--- src/rtl/sdram_ctrl_pkg.sv ---
`default_nettype none
// +-----------------------------------------------------------------+
// | sdram_ctrl_pkg : shared SDRAM controller types and defaults      |
// | Rev 1.0                                                          |
// +-----------------------------------------------------------------+
package sdram_ctrl_pkg;

  typedef enum logic [1:0] {
    ST_IDLE    = 2'd0,
    ST_HOST    = 2'd1,
    ST_REFRESH = 2'd2
  } arb_state_t;

  // 7.8 us at 100 MHz; postpone limit of 8 follows the JEDEC allowance
  localparam int unsigned c_refresh_interval_cycles = 780;
  localparam int unsigned c_urgent_threshold        = 4;
  localparam int unsigned c_max_pending             = 8;

endpackage
`default_nettype wire

--- src/rtl/sdram_refresh_timer.sv ---
`default_nettype none
// +-----------------------------------------------------------------+
// | sdram_refresh_timer : refresh interval timer, owed-refresh count |
// | Rev 1.0                                                          |
// +-----------------------------------------------------------------+
module sdram_refresh_timer
  import sdram_ctrl_pkg::*;
#(
  parameter  int unsigned REFRESH_INTERVAL_CYCLES = c_refresh_interval_cycles,
  parameter  int unsigned MAX_PENDING             = c_max_pending,
  localparam int unsigned PEND_W                  = $clog2(MAX_PENDING + 1),
  localparam int unsigned TIMER_W                 = $clog2(REFRESH_INTERVAL_CYCLES)
) (
  input  logic              clk,
  input  logic              rst,
  input  logic              i_tick_en,
  input  logic              i_ack,
  output logic [PEND_W-1:0] o_pending,
  output logic              o_overflow
);

  localparam logic [TIMER_W-1:0] c_reload = TIMER_W'(REFRESH_INTERVAL_CYCLES - 1);
  localparam logic [PEND_W-1:0]  c_max    = PEND_W'(MAX_PENDING);

  logic [TIMER_W-1:0] r_timer;
  logic [PEND_W-1:0]  r_pending;
  logic               r_overflow;
  logic               w_tick;
  logic               w_dec;

  assign w_tick = i_tick_en && (r_timer == '0);
  assign w_dec  = i_ack && (r_pending != '0);

  always_ff @(posedge clk) begin
    if (rst || !i_tick_en || w_tick) begin
      r_timer <= c_reload;
    end else begin
      r_timer <= r_timer - 1'b1;
    end
  end

  // A simultaneous tick and ack cancel; a tick lost at saturation is sticky
  always_ff @(posedge clk) begin
    if (rst) begin
      r_pending  <= '0;
      r_overflow <= 1'b0;
    end else begin
      case ({w_tick, w_dec})
        2'b10: begin
          if (r_pending == c_max) begin
            r_overflow <= 1'b1;
          end else begin
            r_pending <= r_pending + 1'b1;
          end
        end
        2'b01:   r_pending <= r_pending - 1'b1;
        default: r_pending <= r_pending;
      endcase
    end
  end

  assign o_pending  = r_pending;
  assign o_overflow = r_overflow;

endmodule
`default_nettype wire

--- src/rtl/sdram_refresh_arbiter.sv ---
`default_nettype none
// +-----------------------------------------------------------------+
// | sdram_refresh_arbiter : shares SDRAM command FSM, host vs refresh|
// | Rev 1.0                                                          |
// +-----------------------------------------------------------------+
module sdram_refresh_arbiter
  import sdram_ctrl_pkg::*;
#(
  parameter  int unsigned REFRESH_INTERVAL_CYCLES = c_refresh_interval_cycles,
  parameter  int unsigned URGENT_THRESHOLD        = c_urgent_threshold,
  parameter  int unsigned MAX_PENDING             = c_max_pending,
  localparam int unsigned PEND_W                  = $clog2(MAX_PENDING + 1)
) (
  input  logic              HCLK,
  input  logic              HRESET,
  input  logic              init_done_i,
  input  logic              ahb_req_i,
  input  logic              ahb_done_i,
  output logic              ahb_grant_o,
  output logic              ref_req_o,
  input  logic              ref_ack_i,
  output logic [PEND_W-1:0] pending_o,
  output logic              overflow_o
);

  localparam logic [PEND_W-1:0] c_urgent = PEND_W'(URGENT_THRESHOLD);

  arb_state_t        r_state;
  arb_state_t        w_next;
  logic              r_grant;
  logic              r_ref_req;
  logic              w_ack_valid;
  logic [PEND_W-1:0] w_pending;
  logic              w_overflow;

  // Acks arriving outside a refresh visit must not retire an owed refresh
  assign w_ack_valid = ref_ack_i && (r_state == ST_REFRESH);

  sdram_refresh_timer #(
    .REFRESH_INTERVAL_CYCLES (REFRESH_INTERVAL_CYCLES),
    .MAX_PENDING             (MAX_PENDING)
  ) u_timer (
    .clk        (HCLK),
    .rst        (HRESET),
    .i_tick_en  (init_done_i),
    .i_ack      (w_ack_valid),
    .o_pending  (w_pending),
    .o_overflow (w_overflow)
  );

  always_comb begin
    w_next = r_state;
    case (r_state)
      ST_IDLE: begin
        if (init_done_i) begin
          if (w_pending >= c_urgent) begin
            w_next = ST_REFRESH;
          end else if (ahb_req_i) begin
            w_next = ST_HOST;
          end else if (w_pending != '0) begin
            w_next = ST_REFRESH;
          end
        end
      end
      ST_HOST:    if (ahb_done_i) w_next = ST_IDLE;
      ST_REFRESH: if (ref_ack_i)  w_next = ST_IDLE;
      default:    w_next = ST_IDLE;
    endcase
  end

  // Outputs are flopped from the next state so they align with r_state
  always_ff @(posedge HCLK) begin
    if (HRESET) begin
      r_state   <= ST_IDLE;
      r_grant   <= 1'b0;
      r_ref_req <= 1'b0;
    end else begin
      r_state   <= w_next;
      r_grant   <= (w_next == ST_HOST);
      r_ref_req <= (w_next == ST_REFRESH);
    end
  end

  assign ahb_grant_o = r_grant;
  assign ref_req_o   = r_ref_req;
  assign pending_o   = w_pending;
  assign overflow_o  = w_overflow;

endmodule
`default_nettype wire

--- config.mk ---
export PLATFORM = sky130hd
export DESIGN_NAME = sdram_refresh_arbiter
export DESIGN_NICKNAME = d
export VERILOG_FILES = /design/src/rtl/sdram_ctrl_pkg.sv /design/src/rtl/sdram_refresh_timer.sv /design/src/rtl/sdram_refresh_arbiter.sv
export SDC_FILE = /design/constraint.sdc
export NUM_CORES = 1
export LEC_CHECK = 0
export ABC_AREA = 1
export CORE_MARGIN = 2
export CORE_UTILIZATION = 40
export DETAILED_ROUTE_END_ITERATION = 10
export PLACE_DENSITY = 0.62
export SYNTH_ARGS = -nofsm -noshare
export SYNTH_HDL_FRONTEND = slang
export SYNTH_HIERARCHICAL = 1
export SYNTH_SLANG_ARGS = --single-unit
--- constraint.sdc ---
create_clock -name HCLK -period 2.3 [get_ports HCLK]
set_input_delay 0.23 -clock HCLK [delete_from_list [all_inputs] [get_ports HCLK]]
set_output_delay 0.23 -clock HCLK [all_outputs]
set_load 0.03 [all_outputs]
Word level (Yosys, flattened, before mapping)
Index checks and enable logic that the tools add are counted.
{"block": "word_totals", "ramBits": 0, "latchBits": 0, "output_inout_bits": 7, "memories": 0, "romBits": 0, "reg_bits": 19, "inputBits": 6}
{"block": "classes", "shifts": 0, "magnitude_cmp": 1, "n_bitwise": 0, "muxes": 9, "add_sub_neg": 3, "div_mod_pow": 0, "n_eq_ne": 8, "reduce_logical": 12, "multipliers": 0}
{"operator": "$mux 2", "count": 6}
{"operator": "$logic_not 10->1", "count": 1}
{"operator": "$sub 10x1->10 const B", "count": 1}
{"operator": "$pmux 4 s2", "count": 1}
{"operator": "$eq 2x1->1 const B", "count": 3}
{"operator": "$eq 2x2->1 const B", "count": 3}
{"operator": "$pmux 2 s3", "count": 1}
{"operator": "$add 4x1->4 const B", "count": 1}
{"operator": "$eq 4x4->1 const B", "count": 1}
{"operator": "$ge 4x3->1 const B", "count": 1}
{"operator": "$mux 4", "count": 1}
{"operator": "$reduce_and 2->1", "count": 2}
{"operator": "$reduce_bool 4->1", "count": 1}
{"operator": "$sub 4x1->4 const B", "count": 1}
{"operator": "$logic_and 1x1->1", "count": 3}
{"operator": "$logic_not 2->1", "count": 1}
{"operator": "$logic_or 1x1->1", "count": 2}
{"operator": "$ne 2x2->1 const B", "count": 1}
{"operator": "$reduce_bool 2->1", "count": 1}
{"operator": "$logic_not 1->1", "count": 1}

Longest topological paths before layout
{"block": "depth", "word_depth": 7, "mapped_depth": 15, "mapped_depth_nobuf": 15}

Cells and area by module
Netlist, hierarchy kept.
{"module": "sdram_refresh_timer", "instances": 1, "seq_area_each_um2": 300.3, "cells_each": 103, "area_per_inst_um2": 810.8}
{"module": "sdram_refresh_arbiter", "instances": 1, "seq_area_each_um2": 80.1, "cells_each": 25, "area_per_inst_um2": 172.7}

Least setup slack after synthesis
Ideal clock, no wire load.
{"block": "synth_timing", "kind": "flip-flop to flip-flop", "from": "reg u_timer.r_timer[0]", "to": "reg u_timer.r_pending[3] (netlist: u_timer/o_pending[3])", "setup_time_ps": 116, "required_ps": 2184, "arrival_ps": 1909, "path_stages_with_launch": 16, "path_buffers": 0, "path_slack_ps": 275, "cell_sequence": "dfxtp_1 inv_1 ha_1 nand3_1 nor2_4 nand2_2 nand2_4 inv_1 ha_1 a21o_1 a21oi_1 inv_1 nand2_1 nand3_2 nand2_1 nor2_1"}
{"block": "synth_between", "elab_chain_cells": 5, "word_cells_on_any_way": 8, "cone_classes": "3 x eq/ne; 1 x mux; 4 x reduce/logical"}
{"element": "start: declaration", "line": "sdram_refresh_timer.sv:25", "rtl": "logic [TIMER_W-1:0] r_timer;"}
{"element": "start signal: assignment", "line": "sdram_refresh_timer.sv:36", "rtl": "r_timer <= c_reload;"}
{"element": "start signal: assignment", "line": "sdram_refresh_timer.sv:38", "rtl": "r_timer <= r_timer - 1'b1;"}
{"element": "$logic_not 10->1 *", "line": "sdram_refresh_timer.sv:31", "rtl": "assign w_tick = i_tick_en && (r_timer == '0);"}
{"element": "$logic_and 1x1->1 *", "line": "sdram_refresh_timer.sv:31"}
{"element": "$eq 2x2->1 / $eq 2x1->1 (equally long branches)", "line": "sdram_refresh_timer.sv:48", "rtl": "case ({w_tick, w_dec})"}
{"element": "$ne 2x2->1 (no source line) / $reduce_bool 2->1 (equally long branches)"}
{"element": "$reduce_and 2->1 (no source line)"}
{"element": "end signal: assignment", "line": "sdram_refresh_timer.sv:53", "rtl": "r_pending <= r_pending + 1'b1;"}
{"element": "end signal: assignment", "line": "sdram_refresh_timer.sv:56", "rtl": "2'b01: r_pending <= r_pending - 1'b1;"}
{"element": "end signal: assignment", "line": "sdram_refresh_timer.sv:57", "rtl": "default: r_pending <= r_pending;"}
{"element": "end: declaration", "line": "sdram_refresh_timer.sv:26", "rtl": "logic [PEND_W-1:0] r_pending;"}
Mark *: on every way between the ends. The rest lies on a longest branch, timed or not.
A chain may end at the register's enable or synchronous reset.

Worst setup path in the final report
Same ends and word-level chain as after synthesis.

==> run metrics <==
area grow syn2layout 20.7%; DRC Markers 0; Pint ~420 uW; post-synthesis cell count ~130; ant diodes 0; dpl hpwl ~1400 um; FILL cells 227; Core Region approximately 0.0023 mm2; global-route wire length before repair 3150 um; clock skew ~0.0083 ns; Top delay family on crit path simple AND/OR/NAND/NOR gates; Tmin final approximately 2.1 ns; Psw between 100 and 150 uW; worst path cell trace inv_1 -> ha_1 -> nand3_1 -> nor2_4 -> nand2_2 -> nand2_4 -> inv_1 -> ha_1 -> a21o_1 -> a21oi_1 -> inv_1 -> nand2_1 -> nand3_2 -> nand2_1 -> nor2_1; crit path kind reg -> reg; initial antenna violation count 0; WL final between 1500 and 2000 um; Setup-failing EPs final 0; H-tree Lvls 1; critical path capture point type register; Flop pwr share about three fifths; CTS tree built; proportion of synthesized area in mux cells 0%; largest net degree at the start of global routing 11; setup_tns 0 ns; CP required between 2 and 3 ns; GRT overflow 0; drt via density between 4 and 5; Die Area 0.00287 mm2; fmax 0.468 GHz; grt met3 use about 2.8%; Rows 17; design area roughly 0.0012 mm2; CTS sink cnt 19; Comb pwr share 6.0%; xor and xnor area share after synthesis under 10%; Slew Viols, Final 0; vias in the first global route just under 800; Pleak roughly 0.54 nW; share of post-route cells with drive strength above 1 about 16%; Mapped Nets about 140; met2 GRT Util roughly 25%; Wirelength per Cell 10.8 um; Yosys cell types 26; Worst path slowest cell dfxtp_1; switching share of total power a little under a quarter; RSZ-0062 raised after global routing false; router iterations before antenna repair 4; final hold vios 0; maximum vdd ir drop approximately 0.00032 V; width of the chip around 54 um; CTS Root Cell clkbuf_4; worst rel slew slack 79.4%; hold crit path type reg -> reg; register bit total from synthesis 19; max incr delay on CP between 0.3 and 0.4 ns; Most common cell on crit path inv_1; via count a little over 800; final hold slack between 0.4 and 0.5 ns; maxcap violations 0; initial detailed-routing violation count 14; M1 GR Usage about a fifth; Adder-Cell Fraction of Synth Area just over 7%; # IOs 13; worst slew pin tran about 0.31 ns; number of setup buffers added after CTS 0; Die Y roughly 54 um; GP Congestion roughly 0.77; nets about 160; cts-stage hold buffer count 0; main combinational cell family by area after synthesis simple AND/OR/NAND/NOR gates; Tcrit/Tclk final between 90 and 100%; pwr/cell area ~460 mW/mm2; Num CTS Buffers 3; Mapped Avg Cell Area around 7.7 um2; Clock Power Share 32.4%; Area after DPL roughly 0.0012 mm2; Starting Density a little over two fifths; Cell Area, Synth ~980 um2; number of synthesis warnings 6; clk slew on worst S/H paths 0.11 ns; Post-CTS Resized 0; status complete, no violations; Synth Area in Compound Gates under 10%; crit path DAT ~2.3 ns; post-synthesis simple-gate area fraction between 30% and 40%; CP Buf/Inv Count 3; Crit Path Max Fanout 4; gr busiest metal met2; total track usage approximately 15%; share of the yosys chip area belonging to registers about two fifths; Clock Tree Buf Depth 2; startpoint class of the critical path register; Port Buf Inserts 12; clk_lat worst skew 0.30 ns; Routed Antenna Nets 0
==> final timing paths <==
check             slack, ns                           from                                 to  depth (start not counted)
hold / removal         0.41  u_timer/r_timer[0]$_SDFF_PP1_      u_timer/r_timer[0]$_SDFF_PP1_                          1
hold reg to reg        0.41  u_timer/r_timer[0]$_SDFF_PP1_      u_timer/r_timer[0]$_SDFF_PP1_                          1
setup reg to reg       0.16  u_timer/r_timer[0]$_SDFF_PP1_  u_timer/o_pending[3]$_SDFFE_PP0P_                         15
setup / recovery       0.16  u_timer/r_timer[0]$_SDFF_PP1_  u_timer/o_pending[3]$_SDFFE_PP0P_                         15
==> per-layer routing <==
layer  part of all wire [%]  vias to the layer above  wire length [um]
met3                    2.9                        2                55
met5                      0                        -                 0
li1                       -                      440                 -
met1                     51                      374               952
met4                    1.0                        0                19
met2                     45                       10               854
==> power groups by stage <==
stage                     Sequential (mW)  Combinational (mW)  Clock (mW)
final                               0.334              0.0325       0.176
after CTS                           0.334              0.0329       0.182
after floorplan                     0.344              0.0134           0
after detailed placement            0.342              0.0328           0
after global routing                0.335              0.0363       0.193
after global placement              0.342              0.0324           0
==> cell usage after synthesis (all sizes together) <==
library cell	number	share of area (%)
inv	20	7.6
fa	1	2.0
xor2	6	5.3
dfxtp	19	39
nand2	27	13
nand3	8	5.1
nand4	2	1.9
a21o	1	0.76
ha	4	5.1
nor2	19	8.8
o21ai	3	1.5
nand3b	1	0.76
nor3	3	1.5
or2	3	1.9
a21oi	9	4.6
o21bai	1	0.76
a21boi	1	0.76
==> layout by cell type (no fill, tap or decap) <==
master,n
nand3b_1,1
o21ai_0,2
nor3_1,3
inv_1,16
a21o_1,1
nor2_2,3
ha_1,4
a21boi_0,1
a21oi_1,9
nand4_2,1
clkdlybuf4s50_1,12
dfxtp_1,19
nand3_1,6
buf_4,3
xor2_1,6
or2_2,1
nand4_1,1
nand2_2,4
inv_2,4
nand2_4,2
nor2_4,1
nand2_1,21
or2_1,2
fa_1,1
clkbuf_4,3
o21bai_1,1
o21ai_1,1
nand3_2,2
clkbuf_1,1
nor2_1,15
==> final cells by class <==
cell class / count / area [um2] / area share [%]
multi-input combinational: 89 / 528 / 44.5
sequential: 19 / 380 / 32.0
timing repair buffer: 15 / 143 / 12.0
inverter: 20 / 75.1 / 6.32
tap: 28 / 35.0 / 2.95
clock buffer: 4 / 26.3 / 2.21
==> per-stage QoR <==
step | utilization, % | power [mW] | cells | worst slack, ns
floorplan | - | 0.357 | 128 | 0.275
global placement | 51.0 | 0.374 | 171 | 0.0916
detailed placement | 51.0 | 0.375 | 171 | 0.0480
CTS | 52.2 | 0.549 | 175 | 0.164
global route | 52.2 | 0.564 | 175 | 0.0190
finish | 52.2 | 0.543 | 175 | 0.164
==> cells by family (layout without fill, tap and decap cells) <==
family | Yosys count | in the layout
AOI/OAI and AO/OA | 15 | 15
and+or+nand+nor | 63 | 63
DFF | 19 | 19
xor gates and xnor gates | 6 | 6
adders and majority gates | 5 | 5
buffers and inverters | 20 | 39
==> worst reg2reg max path, delay by kind of cell (launching register included) <==
| family | cells | cell delay [ns] |
|---|---|---|
| buffers and inverters | 3 | 0.23 |
| adders and majority gates | 2 | 0.44 |
| AOI/OAI and AO/OA | 2 | 0.37 |
| and+or+nand+nor | 8 | 0.69 |
| DFF | 1 | 0.33 |
==> registers in the layout, indices dropped and copies added (netlist names) <==
| name | flops |
|---|---|
| u_timer/r_timer | 10 |
| u_timer/o_pending | 4 |
| r_state | 2 |
| ahb_grant_o | 1 |
| ref_req_o | 1 |
| u_timer/o_overflow | 1 |
No activity file was read; power rests on OpenSTA's default activity.
==> variant: new RTL, same flow settings <==
Set the package constant `c_refresh_interval_cycles` to 390 (it was 780).
--- a/src/rtl/sdram_ctrl_pkg.sv
+++ b/src/rtl/sdram_ctrl_pkg.sv
@@ -14,3 +14,3 @@
   // 7.8 us at 100 MHz; postpone limit of 8 follows the JEDEC allowance
-  localparam int unsigned c_refresh_interval_cycles = 780;
+  localparam int unsigned c_refresh_interval_cycles = 390;
   localparam int unsigned c_urgent_threshold        = 4;
Check against the original RTL: no difference found for any inputs over 10 cycles, from zero or initial values and one cycle with HRESET high; that may be too few to reach the edited logic, so the function may still have changed.
==> variant against the unedited design <==
Final area is 4.4% lower. Critical path depth is 2 lower. Power is 5.4% lower. Routed wire length is 7.7% lower. Clock skew is 4.9 ps lower. Largest power group unchanged. Sequential cell count is 1 lower. Highest routed layer is now met3. Setup slack better by 62 ps. Area after synthesis is 4.2% lower.
==> variant: results (changes against the unedited design) <==
Power
  • Sequential group share of total power: 62.2% (+0.6 points)
  • Pleak: 0.000478 uW (-11%)
  • P_int: 396 uW (-4.7%)
  • Switching pwr: 118 uW (-7.8%)
  • VDD IR max: 0.324 mV (+1.9%)

Logic synthesis
  • Top post-synthesis cells by area: dfxtp_1, nand2_1, nor2_1
  • Register area share after synthesis: 38.2% (-0.43 points)
  • Synth unique cells: 22 (-15%)
  • Top cells by count, synth: nand2_1, dfxtp_1, nor2_1
  • Post-Syn Nets: 140 (+0.72%)

Finish
  • Multi-input gate area: 507 um^2 (-4.0%)
  • Non-Filler Instances: 174 (-0.57%)
  • Max FFs per register: 9 (-1)
  • Layout cell share with drive strength beyond 1: 12.3% (-4.0 points)

Global routing
  • Vias in the first global route: 764 (-2.2%)
  • GRT met2 Usage: 25.4% (+0.73 points)
  • GR Util All Layers: 14.8% (-0.57 points)
  • Met3 Resource Use GR: 6.00% (+3.2 points)
  • Largest net degree at the start of global routing: 10 (-1)

Place
  • Post-DP HPWL: 1.37 mm (-5.0%)
  • Pre-CTS setup slack: 8.63 ps (-39.4 ps)
  • Cell Area, Placed: 1110 um^2 (-4.2%)
  • Routability Congestion: 0.807 (+4.4%)

Route
  • DR iter-0 viols: 18 (+4)
  • DRT met1 WL: 855 um (-10%)
  • WL met3: 86 um (+56%)
  • Metal2 WL: 796 um (-6.8%)
  • Routed len/inst: 9.99 um (-7.1%)
  • Vias per Instance: 4.65 (-1.5%)

Setup path
  • Worst EP arrival: 2270 ps (-60 ps)
  • Reg2reg path depth: 13 (-2)

STA
  • Rel. slew slack: 79.4% (about the same)
  • Clock Skews: 3.43 ps (-4.86 ps)

Outcome
  • Outcome: finished, final reports clean
-- variant: final cells by class --
cell class | instances | area share, %
well taps | 28 | 3.09
repair buffers | 14 | 11.9
flip-flops and latches | 18 | 31.8
clock buffers | 3 | 1.98
inverters | 20 | 6.62
multi-input cells | 91 | 44.7
-- variant: worst paths after layout --
path	from	endpoint	slack [ps]
max	u_timer/r_timer[0]	u_timer/o_pending[3]	230
min	u_timer/r_timer[0]	u_timer/r_timer[0]	400
max reg2reg	u_timer/r_timer[0]	u_timer/o_pending[3]	230
min reg2reg	u_timer/r_timer[0]	u_timer/r_timer[0]	400
-- variant: cells by family (layout without fill, tap and decap cells) --
kind of cell	count (synthesis)	count (layout)	share of synthesized area, %
and+or+nand+nor	69	69	35.5
adders and majority gates	5	5	7.44
buffers and inverters	20	37	7.97
xor gates and xnor gates	4	4	3.72
DFF	18	18	38.2
AOI/OAI and AO/OA	13	13	7.17
